==> src/rtl/td4_core_if.sv <==
// Bus bundle between the TD4 core and its environment: execute enable, ROM
// instruction/address pair, I/O ports and the architectural state taps.
interface td4_core_if #(
    parameter int DATA_W = 4,
    parameter int PC_W   = 4
);
    logic              en;
    logic [DATA_W+3:0] instr;
    logic [DATA_W-1:0] in_port;
    logic [PC_W-1:0]   pc;
    logic [DATA_W-1:0] out_port;
    logic              carry;
    logic              halt;
    logic [DATA_W-1:0] reg_a;
    logic [DATA_W-1:0] reg_b;

    modport master (
        output en, instr, in_port,
        input  pc, out_port, carry, halt, reg_a, reg_b
    );

    modport slave (
        input  en, instr, in_port,
        output pc, out_port, carry, halt, reg_a, reg_b
    );
endinterface

==> src/rtl/td4_core.sv <==
// TD4-style 4-bit-class CPU core: two registers, carry flag, registered output
// port, single-cycle execution of the instruction presented at pc.
module td4_core #(
    parameter int DATA_W = 4,
    parameter int PC_W   = 4
) (
    input logic       clk,
    input logic       reset,
    td4_core_if.slave bus
);
    typedef enum logic [3:0] {
        OP_ADD_A  = 4'b0000,
        OP_MOV_AB = 4'b0001,
        OP_IN_A   = 4'b0010,
        OP_MOV_A  = 4'b0011,
        OP_MOV_BA = 4'b0100,
        OP_ADD_B  = 4'b0101,
        OP_IN_B   = 4'b0110,
        OP_MOV_B  = 4'b0111,
        OP_OUT_B  = 4'b1001,
        OP_OUT_I  = 4'b1011,
        OP_JNC    = 4'b1110,
        OP_JMP    = 4'b1111
    } op_e;

    function automatic logic [DATA_W:0] alu_add(input logic [DATA_W-1:0] src,
                                                input logic [DATA_W-1:0] im);
        return {1'b0, src} + {1'b0, im};
    endfunction

    // Jump targets come from the immediate field, which may be wider or
    // narrower than the program counter.
    function automatic logic [PC_W-1:0] fit_pc(input logic [DATA_W-1:0] v);
        logic [PC_W+DATA_W-1:0] ext;
        ext = {{PC_W{1'b0}}, v};
        return ext[PC_W-1:0];
    endfunction

    logic [PC_W-1:0]   r_pc;
    logic [DATA_W-1:0] r_a;
    logic [DATA_W-1:0] r_b;
    logic [DATA_W-1:0] r_out;
    logic              r_carry;
    logic              r_halt;

    logic [3:0]        w_op;
    logic [DATA_W-1:0] w_im;
    logic [DATA_W-1:0] w_src;
    logic [DATA_W:0]   w_sum;
    logic [PC_W-1:0]   w_pc_inc;
    logic [PC_W-1:0]   w_target;

    logic [PC_W-1:0]   w_pc_nxt;
    logic [DATA_W-1:0] w_a_nxt;
    logic [DATA_W-1:0] w_b_nxt;
    logic [DATA_W-1:0] w_out_nxt;
    logic              w_carry_nxt;
    logic              w_halt_nxt;

    assign w_op     = bus.instr[DATA_W+3:DATA_W];
    assign w_im     = bus.instr[DATA_W-1:0];
    assign w_src    = (w_op == OP_ADD_B) ? r_b : r_a;
    assign w_sum    = alu_add(w_src, w_im);
    assign w_pc_inc = r_pc + PC_W'(1);
    assign w_target = fit_pc(w_im);

    // Instruction decode: every defined opcode except ADD clears carry;
    // undefined opcodes fall through to the defaults and only advance pc.
    always_comb begin
        w_pc_nxt    = w_pc_inc;
        w_a_nxt     = r_a;
        w_b_nxt     = r_b;
        w_out_nxt   = r_out;
        w_carry_nxt = r_carry;
        w_halt_nxt  = r_halt;
        case (w_op)
            OP_ADD_A: begin
                w_a_nxt     = w_sum[DATA_W-1:0];
                w_carry_nxt = w_sum[DATA_W];
            end
            OP_ADD_B: begin
                w_b_nxt     = w_sum[DATA_W-1:0];
                w_carry_nxt = w_sum[DATA_W];
            end
            OP_MOV_A: begin
                w_a_nxt     = w_im;
                w_carry_nxt = 1'b0;
            end
            OP_MOV_B: begin
                w_b_nxt     = w_im;
                w_carry_nxt = 1'b0;
            end
            OP_MOV_AB: begin
                w_a_nxt     = r_b;
                w_carry_nxt = 1'b0;
            end
            OP_MOV_BA: begin
                w_b_nxt     = r_a;
                w_carry_nxt = 1'b0;
            end
            OP_IN_A: begin
                w_a_nxt     = bus.in_port;
                w_carry_nxt = 1'b0;
            end
            OP_IN_B: begin
                w_b_nxt     = bus.in_port;
                w_carry_nxt = 1'b0;
            end
            OP_OUT_B: begin
                w_out_nxt   = r_b;
                w_carry_nxt = 1'b0;
            end
            OP_OUT_I: begin
                w_out_nxt   = w_im;
                w_carry_nxt = 1'b0;
            end
            OP_JMP: begin
                w_pc_nxt    = w_target;
                w_carry_nxt = 1'b0;
                // A self-jump is the program's way of stopping; flag is sticky.
                if (w_target == r_pc) w_halt_nxt = 1'b1;
            end
            OP_JNC: begin
                if (!r_carry) w_pc_nxt = w_target;
                w_carry_nxt = 1'b0;
            end
            default: begin
            end
        endcase
    end

    always_ff @(posedge clk) begin
        if (reset) begin
            r_pc    <= '0;
            r_a     <= '0;
            r_b     <= '0;
            r_out   <= '0;
            r_carry <= 1'b0;
            r_halt  <= 1'b0;
        end else if (bus.en) begin
            r_pc    <= w_pc_nxt;
            r_a     <= w_a_nxt;
            r_b     <= w_b_nxt;
            r_out   <= w_out_nxt;
            r_carry <= w_carry_nxt;
            r_halt  <= w_halt_nxt;
        end
    end

    assign bus.pc       = r_pc;
    assign bus.reg_a    = r_a;
    assign bus.reg_b    = r_b;
    assign bus.out_port = r_out;
    assign bus.carry    = r_carry;
    assign bus.halt     = r_halt;
endmodule

==> src/flat_wrapper.sv <==
// flat-port wrapper written by rule: the top's interface ports become plain ports
module td4_core_flat 
#(
    parameter int DATA_W = 4,
    parameter int PC_W   = 4
)
  (clk, reset, bus_en, bus_instr, bus_in_port, bus_pc, bus_out_port, bus_carry, bus_halt, bus_reg_a, bus_reg_b);
  td4_core_if #(.DATA_W(DATA_W), .PC_W(PC_W)) bus_i ();
  input logic clk;
  input logic reset;
  input wire logic [$bits(bus_i.en)-1:0] bus_en;
  input wire logic [$bits(bus_i.instr)-1:0] bus_instr;
  input wire logic [$bits(bus_i.in_port)-1:0] bus_in_port;
  output wire logic [$bits(bus_i.pc)-1:0] bus_pc;
  output wire logic [$bits(bus_i.out_port)-1:0] bus_out_port;
  output wire logic [$bits(bus_i.carry)-1:0] bus_carry;
  output wire logic [$bits(bus_i.halt)-1:0] bus_halt;
  output wire logic [$bits(bus_i.reg_a)-1:0] bus_reg_a;
  output wire logic [$bits(bus_i.reg_b)-1:0] bus_reg_b;
  assign bus_i.en = bus_en;
  assign bus_i.instr = bus_instr;
  assign bus_i.in_port = bus_in_port;
  assign bus_pc = bus_i.pc;
  assign bus_out_port = bus_i.out_port;
  assign bus_carry = bus_i.carry;
  assign bus_halt = bus_i.halt;
  assign bus_reg_a = bus_i.reg_a;
  assign bus_reg_b = bus_i.reg_b;
  td4_core #(.DATA_W(DATA_W), .PC_W(PC_W)) u_core (.clk(clk), .reset(reset), .bus(bus_i));
endmodule
==> config.mk <==
export PLATFORM = sky130hd
export DESIGN_NAME = td4_core_flat
export DESIGN_NICKNAME = d
export VERILOG_FILES = /design/src/rtl/td4_core_if.sv /design/src/rtl/td4_core.sv /design/src/flat_wrapper.sv
export SDC_FILE = /design/constraint.sdc
export NUM_CORES = 1
export LEC_CHECK = 0
export ABC_AREA = 1
export CAP_MARGIN = 20
export CORE_AREA = 5 5 67 69
export DETAILED_ROUTE_END_ITERATION = 6
export DIE_AREA = 0 0 72 74
export GPL_TIMING_DRIVEN = 1
export PLACE_DENSITY = 0.65
export SYNTH_ARGS = -nofsm -noshare
export SYNTH_HDL_FRONTEND = slang
export SYNTH_SLANG_ARGS = --single-unit
==> constraint.sdc <==
create_clock -name clk -period 2.52 [get_ports clk]
set_clock_uncertainty 0.2 [all_clocks]
set_input_delay 0.504 -clock clk [delete_from_list [all_inputs] [get_ports clk]]
set_output_delay 0.504 -clock clk [all_outputs]
set_load 0.05 [all_outputs]
==> results of run 1 <==
-- cells in the mapped netlist --
library cell / count
nand2_2: 3
inv_1: 36
nor3_1: 3
o21ai_1: 2
nand3_2: 1
o22ai_1: 1
nor2_2: 2
xnor2_1: 1
o211ai_1: 5
a31o_2: 1
nand4_1: 3
o21ai_0: 16
xor2_1: 1
a21oi_1: 13
nand2_1: 62
nand3_1: 22
nor2_1: 31
inv_2: 4
ha_1: 6
mux2_2: 1
fa_1: 1
nor3_4: 1
nor2_4: 1
or2_2: 1
clkbuf_1: 1
dfxtp_1: 18
-- report_power, final --
| part | switching (mW) | leakage, nW | internal [mW] | total [mW] |
|---|---|---|---|---|
| logic | 0.169 | 0.769 | 0.109 | 0.278 |
| clock network | 0.108 | 0.0288 | 0.139 | 0.247 |
| registers | 0.0182 | 0.147 | 0.299 | 0.317 |
-- metal layers --
| metal | GRT usage, % | vias up | part of all wire, % |
|---|---|---|---|
| met4 | 2.505 | 0 | 0.87 |
| met3 | 2.568 | 6 | 4.6 |
| met2 | 26.84 | 40 | 46 |
| met1 | 23.80 | 739 | 49 |
| met5 | 0 | - | 0 |
| li1 | - | 864 | - |
-- critical path: stages --
cell	delay, ns
dlygate4sd2_1	0.25
inv_2	0.06
nand2_2	0.05
inv_2	0.06
nand2_2	0.06
mux2_2	0.23
ha_2	0.16
inv_1	0.05
fa_2	0.36
xnor2_2	0.15
or2_2	0.27
nand2_1	0.07
a21oi_1	0.05
-- state kept, by name, summed over array words and instances (netlist names) --
| register | flops |
|---|---|
| u_core.bus.halt | 1 |
| u_core.bus.carry | 1 |
| u_core.bus.out_port | 4 |
| u_core.bus.reg_a | 4 |
| u_core.bus.reg_b | 4 |
| u_core.bus.pc | 4 |
-- placed cells by master (no fill, tap or decap) --
cell / synthesis / layout
nand2_1: 62 / 61
inv_1: 36 / 34
nor2_1: 31 / 31
clkdlybuf4s50_1: 0 / 28
nand3_1: 22 / 22
buf_4: 0 / 18
dfxtp_1: 18 / 18
o21ai_0: 16 / 16
a21oi_1: 13 / 12
inv_2: 4 / 6
o211ai_1: 5 / 5
ha_1: 6 / 5
nand2_2: 3 / 4
clkbuf_8: 0 / 4
dlygate4sd2_1: 0 / 4
nand4_1: 3 / 3
nor3_1: 3 / 3
nor2_4: 1 / 2
o21ai_2: 0 / 1
mux2_2: 1 / 1
nor3_4: 1 / 1
nor2_2: 2 / 1
a31o_2: 1 / 1
nand3_2: 1 / 1
o21ai_1: 2 / 1
xnor2_2: 0 / 1
or2_2: 1 / 1
xor2_1: 1 / 1
a21oi_2: 0 / 1
o22ai_1: 1 / 1
fa_2: 0 / 1
ha_2: 0 / 1
-- final cells by class --
type | count | share of cell area [%]
sequential | 18 | 17.97
timing repair buffer | 50 | 22.46
tap | 50 | 3.119
clock buffer | 4 | 2.745
inverter | 40 | 7.486
multi-input combinational | 178 | 46.23
-- worst max path at each step --
| stage | slack [ns] | depth (start not counted) | to | from |
|---|---|---|---|---|
| CTS | 0.10 | 12 | u_core.bus.reg_b[2] | bus_instr[6] |
| global placement | -0.37 | 12 | u_core.bus.reg_b[2] | bus_instr[6] |
| detailed placement | -0.41 | 12 | u_core.bus.reg_b[2] | bus_instr[6] |
| floorplan | 0.07 | 12 | u_core.bus.reg_b[2] | bus_instr[5] |
| global route | 0.02 | 13 | u_core.bus.reg_b[2] | bus_instr[5] |
| finish | 0.13 | 13 | u_core.bus.reg_b[2] | bus_instr[5] |
-- metrics by stage --
step / util, % / hold WS, ns / area, sq um / setup slack, ns
global route: 52.01 / 0.2771 / 2006 / 0.02369
floorplan: - / 0.4671 / 1414 / 0.06988
global placement: 49.81 / 0.2420 / 1921 / -0.3709
CTS: 51.78 / 0.2560 / 1997 / 0.1035
finish: 52.01 / 0.2539 / 2006 / 0.1317
detailed placement: 49.81 / 0.2443 / 1921 / -0.4139
-- kinds of logic after synthesis --
logic type / Yosys count / share of synthesized area (%)
xor gates and xnor gates: 2 / 1.239
AOI/OAI and AO/OA: 38 / 14.69
muxes: 1 / 0.7964
adders and majority gates: 7 / 6.726
DFF: 18 / 25.49
and+or+nand+nor: 130 / 40.18
buffers and inverters: 41 / 10.88
-- timing repair --
| action | 4_1_cts | 5_1_grt |
|---|---|---|
| endpoints found under the hold margin | 0 | 0 |
| resized for setup | 10 | 3 |
| buffers inserted | 1 | 0 |
| endpoints found under the setup margin | 6 | 2 |
| pin swaps | 4 | 3 |
==> flow_summary.json, run 1 <==
{
  "tightest_slew_ns": 0.5002,
  "period_minus_slack_ns": 2.388,
  "finalNetCount": 313,
  "r2r_cells": 8,
  "netlist_area_sq_um": 1414,
  "syn_avg_cell_area_sq_um": 5.966,
  "grt_pass1_vias": 1485,
  "worst-setup-path-type": "in -> reg",
  "via_per_inst": 4.850,
  "leakagePower_nw": 0.9456,
  "path_max_fanout": 3,
  "period_share_pct": 94.77,
  "maxSlewHeadroom_pct": 66.55,
  "drv_cap": 0,
  "ys_types": 26,
  "outcome": "completed",
  "r2r_end": "u_core.bus.reg_b[2]",
  "setup_violations": 0,
  "top_level_ports": 33,
  "postCtsHoldBufs": 0,
  "grt_max_degree": 11,
  "seq_area_sq_um": 360.3,
  "coreArea_sq_um": 3856,
  "portBuffers": 32,
  "pwr_density_cell_nw_per_um2": 420.2,
  "first_iter_violations": 111,
  "clk_latency_ns": 0.26,
  "place.gp.congestion": 0.8980,
  "ys_ff_latch": 18,
  "multi_input_area_sq_um": 927.1,
  "cts.clk_slew.worst_paths_ns": 0.08,
  "initial_utilization_pct": 36.66,
  "netlist_instances": 237,
  "antenna_cells": 0,
  "max-vdd-ir-drop_mv": 0.2269,
  "placed_cells": 335,
  "dieHeight_um": 74,
  "grt_setup_unrepaired": "no",
  "hold_start": "u_core.bus.halt",
  "worstPathArrival_ns": 2.34,
  "clockRootBuffer": "clkbuf_8",
  "tritoncts": "done",
  "num_vias": 1649,
  "hold_path_end": "u_core.bus.halt",
  "wirelength_mm": 4.243,
  "fin_tns_setup_ns": 0,
  "start_kind": "input port",
  "finalMaxSlewViolations": 0,
  "track_usage_pct": 16.55,
  "max_freq_mhz": 418.7,
  "dp_hpwl_mm": 3.365,
  "hold-path-cell-count": 2,
  "rows": 23,
  "rrSetupSlack_ns": 0.51,
  "drtPass1Iterations": 4,
  "end_kind": "flop",
  "htree_num_levels": 1,
  "synth_area_leader_cell": "dfxtp_1",
  "final_antenna_net_count": 0,
  "dieArea_sq_um": 5328,
  "numCtsBuffers": 3,
  "antenna_found_initial": 0,
  "seq_area_frac_synth_pct": 25.49,
  "drive_gt1_share_pct": 15.52,
  "cts.sinks": 18,
  "synth_area_leaders": "dfxtp_1 25%, nand2_1 16%, inv_1 9.6%",
  "worst_ep_required_time_ns": 2.47,
  "clk_path_buf_depth": 2,
  "drc": 0,
  "synth_top_area_share_pct": 25.49,
  "synthToLayoutAreaGrowth_pct": 41.86,
  "synth_warnings": 0,
  "synth_fp_nets": 259,
  "rr_startpoint": "u_core.bus.reg_b[0]",
  "p_total_uw": 842.7,
  "wl_per_cell_um": 12.48,
  "hold_viol": 0,
  "hold_class": "reg -> reg",
  "fill_cells": 410,
  "dieWidth_um": 72,
  "grt_pass1_wl_mm": 7.044,
  "finalNonFillerCells": 340,
  "overflow": 0
}
(Power assumes the default switching activity.)
==> run 2: changes to the inputs <==
--- a/config.mk
+++ b/config.mk
@@ -7,9 +7,9 @@
 export LEC_CHECK = 0
 export ABC_AREA = 1
 export CAP_MARGIN = 20
-export CORE_AREA = 5 5 67 69
+export CORE_AREA = 4 4 66 68
 export DETAILED_ROUTE_END_ITERATION = 6
-export DIE_AREA = 0 0 72 74
+export DIE_AREA = 0 0 70 72
 export GPL_TIMING_DRIVEN = 1
 export PLACE_DENSITY = 0.65
 export SYNTH_ARGS = -nofsm -noshare
==> constraint.sdc (replaced) <==
create_clock -name clk -period 2.52 [get_ports clk]
set_clock_uncertainty 0.2 [all_clocks]
set_input_delay 0.504 -clock clk [delete_from_list [all_inputs] [get_ports clk]]
set_output_delay 0.504 -clock clk [all_outputs]
set_load 0.1 [all_outputs]
==> flow_summary.json, run 2 (synthesized netlist as in run 1, its figures left out) <==
{
  "place.gp.congestion": 0.9568,
  "top_level_ports": 33,
  "clockRootBuffer": "clkbuf_8",
  "worstPathArrival_ns": 2.33,
  "portBuffers": 32,
  "wl_per_cell_um": 12.77,
  "final_common_cell": "nand2_1",
  "p_sw_share_pct": 39.61,
  "leakagePower_nw": 0.9987,
  "drc": 0,
  "numCtsBuffers": 3,
  "clk_latency_ns": 0.26,
  "final_antenna_net_count": 0,
  "intPower_uw": 546.1,
  "r2r_cells": 8,
  "hold_start": "u_core.bus.halt",
  "start_kind": "input port",
  "crit_path_top_delay_cell": "fa_2",
  "hold_path_end": "u_core.bus.halt",
  "rows": 23,
  "grt_setup_unrepaired": "no",
  "worst-setup-path-type": "in -> reg",
  "pwr_density_cell_nw_per_um2": 456.3,
  "antenna_cells": 0,
  "tightest_slew_ns": 0.3433,
  "clk_path_buf_depth": 2,
  "cts.sinks": 18,
  "finalMaxSlewViolations": 0,
  "grt_pass1_wl_mm": 7.355,
  "critical_path.top_delay_family": "simple AND/OR/NAND/NOR gates",
  "combPwrFrac_pct": 36.8,
  "htree_num_levels": 1,
  "track_usage_pct": 18.00,
  "initial_utilization_pct": 36.66,
  "hold_viol": 0,
  "max-vdd-ir-drop_mv": 0.2451,
  "cpPeakStageDelay_ns": 0.36,
  "path_max_fanout": 2,
  "met3_usage_pct": 3.740,
  "drv_cap": 0,
  "end_kind": "flop",
  "drtPass1Iterations": 4,
  "crit_start": "bus_instr[5]",
  "first_iter_violations": 82,
  "rr_startpoint": "u_core.bus.reg_b[0]",
  "max_freq_mhz": 421.6,
  "rrSetupSlack_ns": 0.57,
  "outcome": "completed",
  "tritoncts": "done",
  "via_per_inst": 4.862,
  "finalNetCount": 314,
  "coreArea_sq_um": 3856,
  "cts.clk_slew.worst_paths_ns": 0.08,
  "p_sw_uw": 358.2,
  "maxSlewHeadroom_pct": 77.09,
  "dp_hpwl_mm": 3.447,
  "finalInstanceArea_sq_um": 1982,
  "seqPwrFrac_pct": 35.2,
  "wirelength_mm": 4.356,
  "drive_gt1_share_pct": 22.34,
  "cp_cell_sequence": "dlygate4sd2_1 -> inv_2 -> nand2_1 -> inv_2 -> nand2_2 -> mux2_4 -> ha_4 -> inv_1 -> fa_2 -> xnor2_2 -> or2_2 -> nand2_1 -> a21oi_1",
  "dpl_cell_area_sq_um": 1879,
  "mostFrequentLayoutCells": "62 x nand2_1, 37 x buf_4, 35 x inv_1, 31 x nor2_1, 22 x nand3_1",
  "worst_slack_ns": 0.1481,
  "grt_pass1_vias": 1585,
  "grt_use_met2_pct": 32.42,
  "use_met1_pct": 21.82,
  "dieWidth_um": 70,
  "hold_class": "reg -> reg",
  "r2r_end": "u_core.bus.reg_b[2]",
  "num_vias": 1658,
  "dp_slack_ns": -0.4201,
  "antenna_found_initial": 0,
  "clkPwrFrac_pct": 28.0,
  "hold-path-cell-count": 2,
  "setup_violations": 0,
  "period_minus_slack_ns": 2.372,
  "worst_ep_required_time_ns": 2.47,
  "grt_max_degree": 11,
  "period_share_pct": 94.12,
  "critPathBufInv": 4,
  "fill_cells": 429,
  "dieHeight_um": 72,
  "dieArea_sq_um": 5040,
  "postCtsHoldBufs": 0,
  "top_usage_layer": "met2",
  "synthToLayoutAreaGrowth_pct": 40.18,
  "overflow": 0
}
==> run 2: area by class of cell <==
type	count	area, sq um	area share [%]
clock buffer	4	55.05	2.778
inverter	40	150.1	7.576
multi-input combinational	178	933.4	47.10
sequential	18	364.1	18.37
tap	50	62.56	3.157
timing repair buffer	51	416.7	21.02
==> run 2: worst max-delay path by stage <==
stage	end	slack (ns)	cells after the start
detailed placement	u_core.bus.reg_b[2]	-0.42	12
global route	u_core.bus.reg_b[2]	0.06	13
floorplan	u_core.bus.reg_b[2]	0.02	8
global placement	u_core.bus.reg_b[2]	-0.37	12
CTS	u_core.bus.reg_b[2]	0.02	11
finish	u_core.bus.reg_b[2]	0.15	13
==> run 2: stage by stage <==
stage | power (mW) | hold slack [ns] | utilization (%) | cells | setup TNS [ns]
5_1_grt | 0.9527 | 0.2893 | 51.40 | 341 | 0
4_1_cts | 0.9064 | 0.2698 | 51.04 | 340 | 0
3_3_place_gp | 0.6477 | 0.2445 | 48.73 | 335 | -2.001
2_1_floorplan | 0.5393 | 0.4873 | - | 237 | 0
3_5_place_dp | 0.6475 | 0.2574 | 48.73 | 335 | -2.255
6_report | 0.9043 | 0.2728 | 51.40 | 341 | 0
==> run 2: what timing repair did <==
action	in CTS	in global routing
setup endpoints to repair	5	7
pin swaps	4	2
gates resized for setup	10	3
setup buffers	1	1
==> run 2: power groups by stage <==
stage | Clock [mW] | Combinational (mW) | Sequential, mW
floorplan | 0 | 0.112 | 0.427
global placement | 0 | 0.322 | 0.325
detailed placement | 0 | 0.322 | 0.326
CTS | 0.258 | 0.329 | 0.319
global route | 0.272 | 0.359 | 0.322
finish | 0.253 | 0.333 | 0.319
==> run 2: tightest hold or removal path, cell delays in order (launching register included) <==
cell	delay (ns)
dfxtp_1	0.32
inv_1	0.05
a21oi_1	0.06
==> run 2: routing by layer <==
| metal | share of wire (%) | routed length [um] |
|---|---|---|
| met1 | 45 | 1945 |
| met4 | 2.4 | 103 |
| met5 | 0 | 0 |
| met3 | 5.5 | 239 |
| met2 | 47 | 2068 |
==> run 3: changes to the inputs <==
--- a/config.mk
+++ b/config.mk
@@ -11,7 +11,6 @@
 export DETAILED_ROUTE_END_ITERATION = 6
 export DIE_AREA = 0 0 70 72
 export GPL_TIMING_DRIVEN = 1
-export PLACE_DENSITY = 0.65
 export SYNTH_ARGS = -nofsm -noshare
 export SYNTH_HDL_FRONTEND = slang
 export SYNTH_SLANG_ARGS = --single-unit
==> constraint.sdc (replaced) <==
create_clock -name clk -period 3 [get_ports clk]
set_clock_uncertainty 0.2 [all_clocks]
set_input_delay 0.6 -clock clk [delete_from_list [all_inputs] [get_ports clk]]
set_output_delay 0.6 -clock clk [all_outputs]
set_load 0.1 [all_outputs]
==> flow_summary.json, run 3 (synthesized netlist as in run 1, its figures left out) <==
{
  "max-vdd-ir-drop_mv": 0.2148,
  "hold_viol": 0,
  "worst-setup-path-type": "in -> reg",
  "top_level_ports": 33,
  "crit_start": "bus_instr[6]",
  "portBuffers": 32,
  "wl_met1_mm": 2.006,
  "fin_tns_setup_ns": 0,
  "cts.sinks": 18,
  "hold_start": "u_core.bus.halt",
  "antenna_found_initial": 0,
  "drive_gt1_share_pct": 17.54,
  "drv_cap": 0,
  "antenna_cells": 0,
  "max_freq_mhz": 362.3,
  "whs_ns": 0.2501,
  "finalNetCount": 308,
  "dr_wl_met2_mm": 1.955,
  "clockRootBuffer": "clkbuf_8",
  "dp_slack_ns": -0.02476,
  "leakagePower_nw": 0.9459,
  "pwr_density_cell_nw_per_um2": 392.6,
  "worst_ep_required_time_ns": 2.96,
  "clk_path_buf_depth": 2,
  "numCtsBuffers": 3,
  "synthToLayoutAreaGrowth_pct": 34.42,
  "drtPass1Iterations": 4,
  "top_layer_used": "met4",
  "final_antenna_net_count": 0,
  "tritoncts": "done",
  "hold_class": "reg -> reg",
  "p_sw_uw": 295.1,
  "wirelength_mm": 4.281,
  "place.gp.congestion": 0.9055,
  "worstPathArrival_ns": 2.72,
  "combPwrFrac_pct": 35.8,
  "dieWidth_um": 70,
  "seqPwrFrac_pct": 35.8,
  "tightest_slew_ns": 0.4332,
  "end_kind": "flop",
  "cts.clk_slew.worst_paths_ns": 0.08,
  "start_kind": "input port",
  "dieArea_sq_um": 5040,
  "period_share_pct": 92.01,
  "grt_setup_unrepaired": "no",
  "grt_pass1_vias": 1581,
  "placed_cells": 331,
  "rr_startpoint": "u_core.bus.reg_b[0]",
  "p_sw_share_pct": 39.55,
  "finalNonFillerCells": 335,
  "coreArea_sq_um": 3856,
  "clk_latency_ns": 0.26,
  "wl_met3_um": 247,
  "clkPwrFrac_pct": 28.5,
  "intPower_uw": 451.0,
  "grt_pass1_wl_mm": 7.376,
  "first_iter_violations": 93,
  "initial_utilization_pct": 36.66,
  "finalMaxSlewViolations": 0,
  "dp_hpwl_mm": 3.448,
  "setup_violations": 0,
  "htree_num_levels": 1,
  "postCtsSetupRepairBufs": 0,
  "track_usage_pct": 18.23,
  "final_common_cell": "nand2_1",
  "cts_resized": 0,
  "via_per_inst": 4.878,
  "outcome": "completed",
  "final_util_pct": 49.29,
  "fill_cells": 428,
  "wl_per_cell_um": 12.78,
  "dieHeight_um": 72,
  "maxSlewHeadroom_pct": 71.03,
  "worst_slack_ns": 0.2396,
  "grt_max_degree": 11,
  "postCtsHoldBufs": 0,
  "overflow": 0,
  "num_vias": 1634,
  "drc": 0,
  "mostFrequentLayoutCells": "62 x nand2_1, 36 x inv_1, 31 x nor2_1, 31 x buf_4, 22 x nand3_1",
  "path_max_fanout": 2,
  "period_minus_slack_ns": 2.760,
  "rows": 23
}
run 3: cell types whose count changed in the layout (fill, tap and decap cells not counted), sizes merged:
cell / delta
buf: -6
dlygate4sd2: -3
dlymetal6s2s: -1
clkdlybuf4s50: +4
run 3: critical path, cell delays in order:
cell,delay (ns)
clkdlybuf4s50_1,0.48
inv_1,0.07
nor2_2,0.11
nand2_2,0.08
mux2_2,0.22
ha_1,0.15
inv_1,0.05
fa_1,0.39
xnor2_1,0.16
or2_2,0.27
nand2_1,0.07
a21oi_1,0.05
run 3: layout make-up:
| cell class | instances | area, sq um | share of cell area [%] |
|---|---|---|---|
| multi-input combinational | 178 | 899.6 | 47.33 |
| timing repair buffer | 45 | 372.9 | 19.62 |
| sequential | 18 | 360.3 | 18.96 |
| inverter | 40 | 150.1 | 7.900 |
| tap | 50 | 62.56 | 3.292 |
| clock buffer | 4 | 55.05 | 2.897 |
run 3: power by group through the flow:
stage	clock, mW	combinational [mW]	sequential (mW)
global route	0.228	0.291	0.269
finish	0.212	0.267	0.267
floorplan	0	0.0946	0.358
CTS	0.216	0.268	0.267
global placement	0	0.267	0.273
detailed placement	0	0.267	0.273
run 3: worst paths after layout:
check / endpoint / slack [ns] / cells after the start
setup / recovery: u_core.bus.reg_b[2] / 0.24 / 12
hold reg to reg: u_core.bus.halt / 0.25 / 2
hold / removal: u_core.bus.halt / 0.25 / 2
setup reg to reg: u_core.bus.reg_b[2] / 0.93 / 8
run 3: through the flow:
step	total power, mW	area [sq um]
2_1_floorplan	0.4526	1414
3_3_place_gp	0.5404	1846
3_5_place_dp	0.5392	1846
4_1_cts	0.7502	1901
5_1_grt	0.7891	1901
6_report	0.7461	1901
run 3: layer usage:
layer  vias up  GRT usage (%)
met5         -              0
met4         0          5.106
met1       711          24.30
met2        56          30.54
met3        10          3.047
li1        857              -
